==> src/rtl/xalu_iter_if.sv <==
// Request/result bundle between the EX-stage pipeline control and the iterative multiply/divide unit.
interface xalu_iter_if #(
    parameter int WIDTH = 32,
    parameter int OP_W  = 4
);
    logic             Start;
    logic             Enable;
    logic             Cancel;
    logic [OP_W-1:0]  XALUOp;
    logic [WIDTH-1:0] RD1;
    logic [WIDTH-1:0] RD2;
    logic [WIDTH-1:0] HI;
    logic [WIDTH-1:0] LO;
    logic             Busy;
    logic             Done;

    modport master (
        output Start, Enable, Cancel, XALUOp, RD1, RD2,
        input  HI, LO, Busy, Done
    );

    modport slave (
        input  Start, Enable, Cancel, XALUOp, RD1, RD2,
        output HI, LO, Busy, Done
    );
endinterface

==> src/rtl/xalu_iter.sv <==
// Iterative multiply/divide unit with HI/LO registers, cancel and done pulse.
// Optional multiply-accumulate ops (madd/maddu/msub/msubu) are enabled by XALU_ITER_MADD_EN.
//
// state    | meaning
// ---------+-----------------------------------------------------------
// IDLE     | waiting for an accepted request; mthi/mtlo complete here
// MUL      | multiply in flight, counting down MULT_LAT cycles
// DIV_PRE  | take operand magnitudes and signs
// DIV_ITER | one restoring quotient bit per cycle, MSB first
// DIV_POST | apply signs, write HI/LO unless divisor was zero
module xalu_iter #(
    parameter int WIDTH    = 32,
    parameter int MULT_LAT = 5,
    parameter int OP_W     = 4
) (
    input logic         Clock,
    input logic         Reset,
    xalu_iter_if.slave  bus
);
    localparam int CNT_MAX = (WIDTH > MULT_LAT) ? WIDTH : MULT_LAT;
    localparam int CNT_W   = $clog2(CNT_MAX + 1);

    localparam logic [OP_W-1:0] OP_MULT  = OP_W'(0);
    localparam logic [OP_W-1:0] OP_MULTU = OP_W'(1);
    localparam logic [OP_W-1:0] OP_DIV   = OP_W'(2);
    localparam logic [OP_W-1:0] OP_DIVU  = OP_W'(3);
    localparam logic [OP_W-1:0] OP_MTHI  = OP_W'(4);
    localparam logic [OP_W-1:0] OP_MTLO  = OP_W'(5);
`ifdef XALU_ITER_MADD_EN
    localparam logic [OP_W-1:0] OP_MADD  = OP_W'(6);
    localparam logic [OP_W-1:0] OP_MADDU = OP_W'(7);
    localparam logic [OP_W-1:0] OP_MSUB  = OP_W'(8);
    localparam logic [OP_W-1:0] OP_MSUBU = OP_W'(9);
`endif

    typedef enum logic [2:0] {
        IDLE     = 3'd0,
        MUL      = 3'd1,
        DIV_PRE  = 3'd2,
        DIV_ITER = 3'd3,
        DIV_POST = 3'd4
    } state_t;

    state_t             state, state_nxt;
    logic [CNT_W-1:0]   cnt;
    logic [WIDTH-1:0]   op_a, op_b;
    logic               op_signed;
    logic [WIDTH-1:0]   rem, quot;
    logic               sign_a, sign_b, div_zero;
    logic [WIDTH-1:0]   hi, lo;
    logic               done;

    logic               accept, is_mul, is_div, is_signed;
    logic               wr_mul, wr_div, done_nxt;

    logic [2*WIDTH-1:0] a_ext, b_ext, prod;
    logic               a_neg, b_neg;
    logic [WIDTH-1:0]   abs_a, abs_b;
    logic [WIDTH:0]     shifted, diff;
    logic               fits;
    logic [WIDTH-1:0]   q_fin, r_fin;

`ifdef XALU_ITER_MADD_EN
    logic               acc_en, acc_sub, is_acc, is_acc_sub;
    logic [2*WIDTH-1:0] hilo, acc_res;
`endif

    assign bus.HI   = hi;
    assign bus.LO   = lo;
    assign bus.Busy = (state != IDLE);
    assign bus.Done = done;

    assign accept = bus.Start & bus.Enable & ~bus.Cancel & (state == IDLE);
    assign is_div = (bus.XALUOp == OP_DIV) | (bus.XALUOp == OP_DIVU);

`ifdef XALU_ITER_MADD_EN
    assign is_acc     = (bus.XALUOp == OP_MADD) | (bus.XALUOp == OP_MADDU) |
                        (bus.XALUOp == OP_MSUB) | (bus.XALUOp == OP_MSUBU);
    assign is_acc_sub = (bus.XALUOp == OP_MSUB) | (bus.XALUOp == OP_MSUBU);
    assign is_mul     = (bus.XALUOp == OP_MULT) | (bus.XALUOp == OP_MULTU) | is_acc;
    assign is_signed  = (bus.XALUOp == OP_MULT) | (bus.XALUOp == OP_DIV) |
                        (bus.XALUOp == OP_MADD) | (bus.XALUOp == OP_MSUB);
`else
    assign is_mul     = (bus.XALUOp == OP_MULT) | (bus.XALUOp == OP_MULTU);
    assign is_signed  = (bus.XALUOp == OP_MULT) | (bus.XALUOp == OP_DIV);
`endif

    // Sign-extend to 2*WIDTH so a single unsigned multiplier gives both signed and unsigned products.
    assign a_ext = {{WIDTH{op_signed & op_a[WIDTH-1]}}, op_a};
    assign b_ext = {{WIDTH{op_signed & op_b[WIDTH-1]}}, op_b};
    assign prod  = a_ext * b_ext;

`ifdef XALU_ITER_MADD_EN
    assign hilo    = {hi, lo};
    assign acc_res = acc_sub ? (hilo - prod) : (hilo + prod);
`endif

    assign a_neg = op_signed & op_a[WIDTH-1];
    assign b_neg = op_signed & op_b[WIDTH-1];
    assign abs_a = a_neg ? (~op_a + WIDTH'(1)) : op_a;
    assign abs_b = b_neg ? (~op_b + WIDTH'(1)) : op_b;

    assign shifted = {rem, quot[WIDTH-1]};
    assign fits    = (shifted >= {1'b0, op_b});
    assign diff    = shifted - {1'b0, op_b};

    assign q_fin = (sign_a ^ sign_b) ? (~quot + WIDTH'(1)) : quot;
    assign r_fin = sign_a ? (~rem + WIDTH'(1)) : rem;

    always_ff @(posedge Clock or negedge Reset) begin
        if (!Reset) state <= IDLE;
        else        state <= state_nxt;
    end

    always_comb begin
        state_nxt = state;
        wr_mul    = 1'b0;
        wr_div    = 1'b0;
        done_nxt  = 1'b0;
        case (state)
            IDLE: begin
                if (accept && is_mul)      state_nxt = MUL;
                else if (accept && is_div) state_nxt = DIV_PRE;
            end
            MUL: begin
                if (bus.Cancel) begin
                    state_nxt = IDLE;
                end else if (cnt == '0) begin
                    state_nxt = IDLE;
                    wr_mul    = 1'b1;
                    done_nxt  = 1'b1;
                end
            end
            DIV_PRE: begin
                state_nxt = bus.Cancel ? IDLE : DIV_ITER;
            end
            DIV_ITER: begin
                if (bus.Cancel)      state_nxt = IDLE;
                else if (cnt == '0)  state_nxt = DIV_POST;
            end
            DIV_POST: begin
                state_nxt = IDLE;
                if (!bus.Cancel) begin
                    wr_div   = ~div_zero;
                    done_nxt = 1'b1;
                end
            end
            default: state_nxt = IDLE;
        endcase
    end

    always_ff @(posedge Clock or negedge Reset) begin
        if (!Reset) begin
            cnt       <= '0;
            op_a      <= '0;
            op_b      <= '0;
            op_signed <= 1'b0;
            rem       <= '0;
            quot      <= '0;
            sign_a    <= 1'b0;
            sign_b    <= 1'b0;
            div_zero  <= 1'b0;
            hi        <= '0;
            lo        <= '0;
            done      <= 1'b0;
`ifdef XALU_ITER_MADD_EN
            acc_en    <= 1'b0;
            acc_sub   <= 1'b0;
`endif
        end else begin
            done <= done_nxt;
            case (state)
                IDLE: begin
                    if (accept) begin
                        if (is_mul || is_div) begin
                            op_a      <= bus.RD1;
                            op_b      <= bus.RD2;
                            op_signed <= is_signed;
                            cnt       <= CNT_W'(MULT_LAT - 1);
`ifdef XALU_ITER_MADD_EN
                            acc_en    <= is_acc;
                            acc_sub   <= is_acc_sub;
`endif
                        end
                        if (bus.XALUOp == OP_MTHI) hi <= bus.RD1;
                        if (bus.XALUOp == OP_MTLO) lo <= bus.RD1;
                    end
                end
                MUL: begin
                    if (cnt != '0) cnt <= cnt - CNT_W'(1);
                end
                DIV_PRE: begin
                    op_b     <= abs_b;
                    quot     <= abs_a;
                    rem      <= '0;
                    sign_a   <= a_neg;
                    sign_b   <= b_neg;
                    div_zero <= (op_b == '0);
                    cnt      <= CNT_W'(WIDTH - 1);
                end
                DIV_ITER: begin
                    rem  <= fits ? diff[WIDTH-1:0] : shifted[WIDTH-1:0];
                    quot <= {quot[WIDTH-2:0], fits};
                    if (cnt != '0) cnt <= cnt - CNT_W'(1);
                end
                default: ;
            endcase
            if (wr_mul) begin
`ifdef XALU_ITER_MADD_EN
                {hi, lo} <= acc_en ? acc_res : prod;
`else
                {hi, lo} <= prod;
`endif
            end
            if (wr_div) begin
                hi <= r_fin;
                lo <= q_fin;
            end
        end
    end
endmodule

==> src/flat_wrapper.sv <==
// flat-port wrapper written by rule: the top's interface ports become plain ports
module xalu_iter_flat 
#(
    parameter int WIDTH    = 32,
    parameter int MULT_LAT = 5,
    parameter int OP_W     = 4
)
  (Clock, Reset, bus_Start, bus_Enable, bus_Cancel, bus_XALUOp, bus_RD1, bus_RD2, bus_HI, bus_LO, bus_Busy, bus_Done);
  xalu_iter_if #(.WIDTH(WIDTH), .OP_W(OP_W)) bus_i ();
  input logic Clock;
  input logic Reset;
  input wire logic [$bits(bus_i.Start)-1:0] bus_Start;
  input wire logic [$bits(bus_i.Enable)-1:0] bus_Enable;
  input wire logic [$bits(bus_i.Cancel)-1:0] bus_Cancel;
  input wire logic [$bits(bus_i.XALUOp)-1:0] bus_XALUOp;
  input wire logic [$bits(bus_i.RD1)-1:0] bus_RD1;
  input wire logic [$bits(bus_i.RD2)-1:0] bus_RD2;
  output wire logic [$bits(bus_i.HI)-1:0] bus_HI;
  output wire logic [$bits(bus_i.LO)-1:0] bus_LO;
  output wire logic [$bits(bus_i.Busy)-1:0] bus_Busy;
  output wire logic [$bits(bus_i.Done)-1:0] bus_Done;
  assign bus_i.Start = bus_Start;
  assign bus_i.Enable = bus_Enable;
  assign bus_i.Cancel = bus_Cancel;
  assign bus_i.XALUOp = bus_XALUOp;
  assign bus_i.RD1 = bus_RD1;
  assign bus_i.RD2 = bus_RD2;
  assign bus_HI = bus_i.HI;
  assign bus_LO = bus_i.LO;
  assign bus_Busy = bus_i.Busy;
  assign bus_Done = bus_i.Done;
  xalu_iter #(.WIDTH(WIDTH), .MULT_LAT(MULT_LAT), .OP_W(OP_W)) u_core (.Clock(Clock), .Reset(Reset), .bus(bus_i));
endmodule
==> config.mk <==
export PLATFORM = sky130hd
export DESIGN_NAME = xalu_iter_flat
export DESIGN_NICKNAME = d
export VERILOG_FILES = /design/src/rtl/xalu_iter_if.sv /design/src/rtl/xalu_iter.sv /design/src/flat_wrapper.sv
export SDC_FILE = /design/constraint.sdc
export NUM_CORES = 2
export LEC_CHECK = 0
export ABC_CLOCK_PERIOD_IN_PS = 11600
export CORE_MARGIN = 10
export CORE_UTILIZATION = 65
export CTS_CLUSTER_SIZE = 28
export DETAILED_ROUTE_END_ITERATION = 8
export PLACE_DENSITY = 0.83
export SLEW_MARGIN = 0
export SYNTH_ARGS = -nofsm -noshare
export SYNTH_HDL_FRONTEND = slang
export SYNTH_SLANG_ARGS = --single-unit
==> constraint.sdc <==
create_clock -name Clock -period 11.6 [get_ports Clock]
set_input_delay 2.32 -clock Clock [delete_from_list [all_inputs] [get_ports Clock]]
set_output_delay 2.32 -clock Clock [all_outputs]
set_load 0.02 [all_outputs]
* Word level (Yosys, flattened, before mapping)
Index checks and enable logic that the tools add are counted.
** Cells by class
- $lt $le $gt $ge :: 1
- $add $sub $neg :: 6
- Reduce and logical (&&, ||, !) cells :: 23
- Eq/ne operators :: 16
- Multiplexer cells :: 39
- Bitwise gates (word level) :: 15
- Multiply operators :: 1
** Operators by type and width (number)
- 32-bit two-way mux :: 17
- 32-bit one-hot mux with 2 select lines :: 3
- 32-bit by 1-bit adder with 32-bit output, second input constant :: 4
- 32-bit inverter :: 4
- 33-bit by 33-bit multiplier with 64-bit output :: 1
- 33-bit by 32-bit greater-or-equal comparator with 1-bit output :: 1
- 32-bit logical NOT :: 1
- 32-bit subtractor :: 1
- 3-bit two-way mux :: 6
- 6-bit two-way mux :: 3
- 6-bit one-hot mux with 3 select lines :: 1
- 3-bit nonzero test :: 6
- 3-bit one-hot mux with 4 select lines :: 1
- 3-bit AND reduction :: 4
- 4-bit by 2-bit equality test with 1-bit output, second input constant :: 2
- 4-bit by 3-bit equality test with 1-bit output, second input constant :: 2
- 4-bit AND reduction :: 2
- 3-bit by 2-bit equality test with 1-bit output, second input constant :: 2
- 6-bit logical NOT :: 1
- 1-bit two-way mux :: 6
- 2-bit by 1-bit inequality test with 1-bit output, second input constant :: 3
- 3-bit by 2-bit inequality test with 1-bit output, second input constant :: 2
- 6-bit nonzero test :: 1
- 6-bit by 1-bit subtractor with 6-bit output, second input constant :: 1
- 17 further kinds :: 26
** Word-level totals
- Output and inout bits :: 66
- Flip-flop bits (word level) :: 206

* Longest topological paths before layout
- Depth after elaboration :: 7
- Depth in mapped cells :: 33
- Mapped depth without buffers :: 29

* Worst setup path before layout
Ideal clock, no wire load.
- Path type :: reg-to-reg
- Start :: register u_core.op_signed
- End :: register u_core.hi[28], in the netlist u_core.bus.HI[28]
- Library setup time :: 126 ps
- Arrival time :: 8428 ps
- Required time :: 11474 ps
- Cell stages (with the launch flop) :: 34
- Path slack :: 3046 ps
- Path through :: dfrtp_1 > clkbuf_1 > and2_1 > clkbuf_1 > clkbuf_1 > buf_1 > nand2_1 > inv_1 > fa_1 > inv_1 > fa_1 > inv_1 > fa_1 > fa_1 > inv_1 > fa_1 > inv_1 > fa_1 > inv_1 > fa_1 > fa_1 > inv_1 > ha_1 > clkbuf_1 > a21o_1 > a21o_1 > a21o_1 > a21oi_1 > nor2_1 > a211oi_1 > o311ai_0 > o21ai_1 > nor2_1 > a221o_1
** On the way
- Word-level cells in the longest chain between the ends :: 4
- Elaborated cells between the ends (all ways) :: 5
- Those cells by class :: 1 x mul; 2 x mux; 2 x bitwise
** RTL lines
- start: declaration :: line xalu_iter.sv:47 : logic op_signed;
- start signal: assignment :: line xalu_iter.sv:178 : op_signed <= is_signed;
- 1-bit AND, on equally long branches :: line xalu_iter.sv:89, xalu_iter.sv:90
- 33-bit by 33-bit multiplier with 64-bit output * :: line xalu_iter.sv:91 : assign prod = a_ext * b_ext;
- 32-bit two-way mux * :: line xalu_iter.sv:208 : if (wr_mul) begin
- 32-bit two-way mux * :: line xalu_iter.sv:215 : if (wr_div) begin
- end signal: assignment :: line xalu_iter.sv:185 : if (bus.XALUOp == OP_MTHI) hi <= bus.RD1;
- end signal: assignment :: line xalu_iter.sv:212 : {hi, lo} <= prod;
- end signal: assignment :: line xalu_iter.sv:216 : hi <= r_fin;
- end: declaration :: line xalu_iter.sv:50 : logic [WIDTH-1:0] hi, lo;
Every way passes the cells marked *; elsewhere a longest branch is shown, timed or not.
A chain may end at the register's enable or synchronous reset.

* Worst setup path in the final report
- Start :: register u_core.op_a[31]
- End :: register u_core.hi[25], in the netlist u_core.bus.HI[25]
** On the way
- Word-level cells in the longest chain between the ends :: 4
** RTL lines
- start: declaration :: line xalu_iter.sv:46 : logic [WIDTH-1:0] op_a, op_b;
- start signal: assignment :: line xalu_iter.sv:176 : op_a <= bus.RD1;
- 1-bit AND :: line xalu_iter.sv:89 : assign a_ext = {{WIDTH{op_signed & op_a[WIDTH-1]}}, op_a};
- 33-bit by 33-bit multiplier with 64-bit output * :: line xalu_iter.sv:91
- 32-bit two-way mux * :: line xalu_iter.sv:208
- 32-bit two-way mux * :: line xalu_iter.sv:215
Marked as above.

==> results.toml <==
[run_status]
status = "complete, no violations"

[yosys]
avgSynthCellArea_um2 = 8.681
ys_warn_count = 0
ys_types = 79
ys_seq_area_share_pct = 10.03
ys_ff_latch = 206
synth_edf_count = 0
synth-async-reset-ratio_pct = 100.0
synth_top_area_cell = "fa_1"
synth_fp_nets = 7368
syn_inst = 5919
netlist_area_um2 = 51390
synthTopCellsByArea = "fa_1 (44%), dfrtp_1 (10%), inv_1 (8.5%)"
synth_flop_cell = "dfrtp_1"
synth_top_area_share_pct = 43.87

[worst_setup_path]
path_cells = "buf_4 -> and2_1 -> buf_4 -> nand2_1 -> fa_1 -> fa_1 -> inv_1 -> fa_1 -> fa_1 -> inv_1 -> fa_1 -> fa_1 -> inv_1 -> fa_1 -> fa_1 -> ha_1 -> a21oi_1 -> o21ai_0 -> a2111oi_0 -> nor3_1 -> o2111a_1 -> nor3_1 -> nor3_1 -> a311o_1"
critPathSlowestCell = "a2111oi_0"
cp_data_required_time_ns = 12.03
worstSetupStartpointType = "flop"
path_common_cell = "fa_1"
crit_path_max_incr_delay_ns = 0.99
end_kind = "flop"
reg2reg_slack_ns = 2.12
critPathKind = "flop to flop"
worstPathMaxFanout = 37
cp.arrival_ns = 9.91

[timing]
post-route-period-util_pct = 81.72
fmax_mhz = 105.5
finalHoldViolCount = 0
skew_ns = 0.03143
worst_pin_slew_ns = 1.279
finalMaxSlewViolations = 0
setup_tns_ns = 0
min_period_ns = 9.480
setup_viol = 0
rsz0062_at_grt = "no"
max-slew-margin-rel_pct = 14.71

[global_routing]
grt_antenna_before_repair = 8
track_usage_pct = 37.32
grt_max_degree = 83
grt_overflow = 0
first_global_vias = 45840
grt_first_pass_wirelength_um = 260000

[floorplanning]
fp.coreArea_um2 = 78610
die_height_um = 301.2
dieArea_um2 = 90700
start_util_pct = 65.37
rows = 103
io-pin-count = 139
die_w_um = 301.2

[clock_tree]
htreeDepth = 1
cts_tree = "done"
clk_latency_ns = 0.57
clock_path_buffers = 3
root_buffer = "clkbuf_16"
cts_buffers = 23
cts_setup_buffers = 0
postCtsHoldBufs = 0
numClockSinks = 206
cts_resized = 0
clk_pin_slew_ns = 0.06

[routing]
routedWlPerCell_um = 23.93
drt_iter0_markers = 4428
vias_per_cell = 6.183
first_pass_iters = 8
drt_wl_total_um = 164500
detail-route-antenna-nets = 0
route.detailed.drc = 0
vias = 42510

[layout]
drive_gt1_share_pct = 3.040
area_delta_synth_final_pct = 5.566
final_nets = 7255

[min_path]
hp-class = "flop to flop"

[placed_design]
hpwl_um = 130400
numPortBuffers = 138
place.gp.congestion = 1.028

[job]
maxCapViolCount = 0
[per-stage QoR]
step	utilization, %	cells	setup WS, ns	hold slack, ns	instance area (um^2)
floorplan	-	5919	3.046	0.4394	51390
global placement	68.04	6831	2.534	0.4509	53490
detailed placement	68.04	6831	2.310	0.4573	53490
CTS	69.00	6873	2.277	0.4698	54240
global route	69.00	6873	1.754	0.4969	54240
finish	69.00	6875	2.120	0.4689	54250
[cell usage after synthesis (4+ instances only)]
cell type	instances
inv_1	1167
fa_1	1126
nand2_1	1017
clkbuf_1	316
and2_1	315
ha_1	250
nor2_1	238
o21ai_0	236
a21oi_1	212
dfrtp_1	206
xnor2_1	107
xor2_1	70
buf_1	56
nor3_1	46
a21o_1	43
o211ai_1	41
nand3_1	39
a31oi_1	32
o31ai_1	31
o22ai_1	29
a22oi_1	24
nand4_1	23
a211oi_1	21
and3_1	21
nand2b_1	21
a22o_1	20
o41ai_1	15
or3_1	15
nor4_1	13
or2_2	13
o21a_1	12
mux2i_1	11
nor2b_1	11
o21bai_1	11
and4_1	8
a221oi_1	6
a32oi_1	6
or4_1	6
a21boi_0	4
a311o_1	4
o21ai_1	4
o22a_1	4
[registers in the layout, indices dropped and copies added (netlist names)]
signal            count
u_core.sign_b         1
u_core.op_b          32
u_core.op_signed      1
u_core.state          3
u_core.bus.Done       1
u_core.rem           32
u_core.bus.LO        32
u_core.quot          32
u_core.bus.HI        32
u_core.sign_a         1
u_core.div_zero       1
u_core.cnt            6
u_core.op_a          32
[cells in the final DEF (no fill, tap or decap), types with 13 or more instances in the layout]
cell and n:
o21ai_0 236, or3_1 15, xor2_1 70, a211oi_1 21, dfrtp_1 203, or2_2 13, inv_1 1167, fa_1 1126
o211ai_1 41, ha_1 250, a21o_1 43, clkdlybuf4s50_1 137, o31ai_1 31, buf_4 99, a22o_1 20, nor2_1 236
nor3_1 45, a21oi_1 211, nand2_1 1017, and2_1 315, a31oi_1 31, nand3_1 37, xnor2_1 107, a22oi_1 24
o41ai_1 14, nor4_1 13, clkbuf_16 23, nand2b_1 20, and3_1 21, o22ai_1 29, nand4_1 23
[final timing paths]
check / to / cells past startpoint / start
worst max register to register: u_core.bus.HI[25] / 24 / u_core.op_a[31]
worst min-delay path: u_core.op_a[10] / 2 / u_core.op_a[10]
worst min register to register: u_core.op_a[10] / 2 / u_core.op_a[10]
max in group asynchronous: u_core.cnt[4] / 3 / Reset
worst max-delay path: u_core.bus.HI[25] / 24 / u_core.op_a[31]
min in group asynchronous: u_core.bus.LO[8] / 1 / Reset
[per-layer routing]
metal,part of all wire (%),wire (um),global-route usage [%]
met2,46,75060,58.41
met3,12,19840,9.815
met4,7.7,12740,23.80
met5,0.032,52,0
met1,35,56840,45.72
[area by class of cell]
cell class                      instances  area, um^2
Clock inverter                          7       103.9
Timing Repair Buffer                  237        2130
Sequential cell                       206        5159
Fill cell                            6063       24370
Antenna cell                            2       5.005
Inverter                             1170        4392
Clock buffer                           35       650.6
Tap cell                             1050        1314
Multi-Input combinational cell       4168       40490
[kinds of logic (layout without fill, tap and decap cells)]
kind of cell	after synthesis	count (layout)	share of synthesized area, %
AOI/OAI and AO/OA	792	792	9.499
other	0	2	0
adders and majority gates	1376	1376	49.95
and+or+nand+nor	1810	1810	15.95
DFF	206	206	10.03
muxes	13	13	0.2581
xor gates and xnor gates	177	177	3.017
buffers and inverters	1545	1449	11.29
[critical path: cells and delay by family, from the launching register on]
kind	cells	cell delay (ns)
fa+ha+maj	9	4.41
buf+inv	5	0.93
flops	1	0.33
compound gates	5	2.01
simple gates	5	1.67
Power is not shown: default switching activity piles up to over one toggle a cycle in this logic, so the estimate is an artifact.
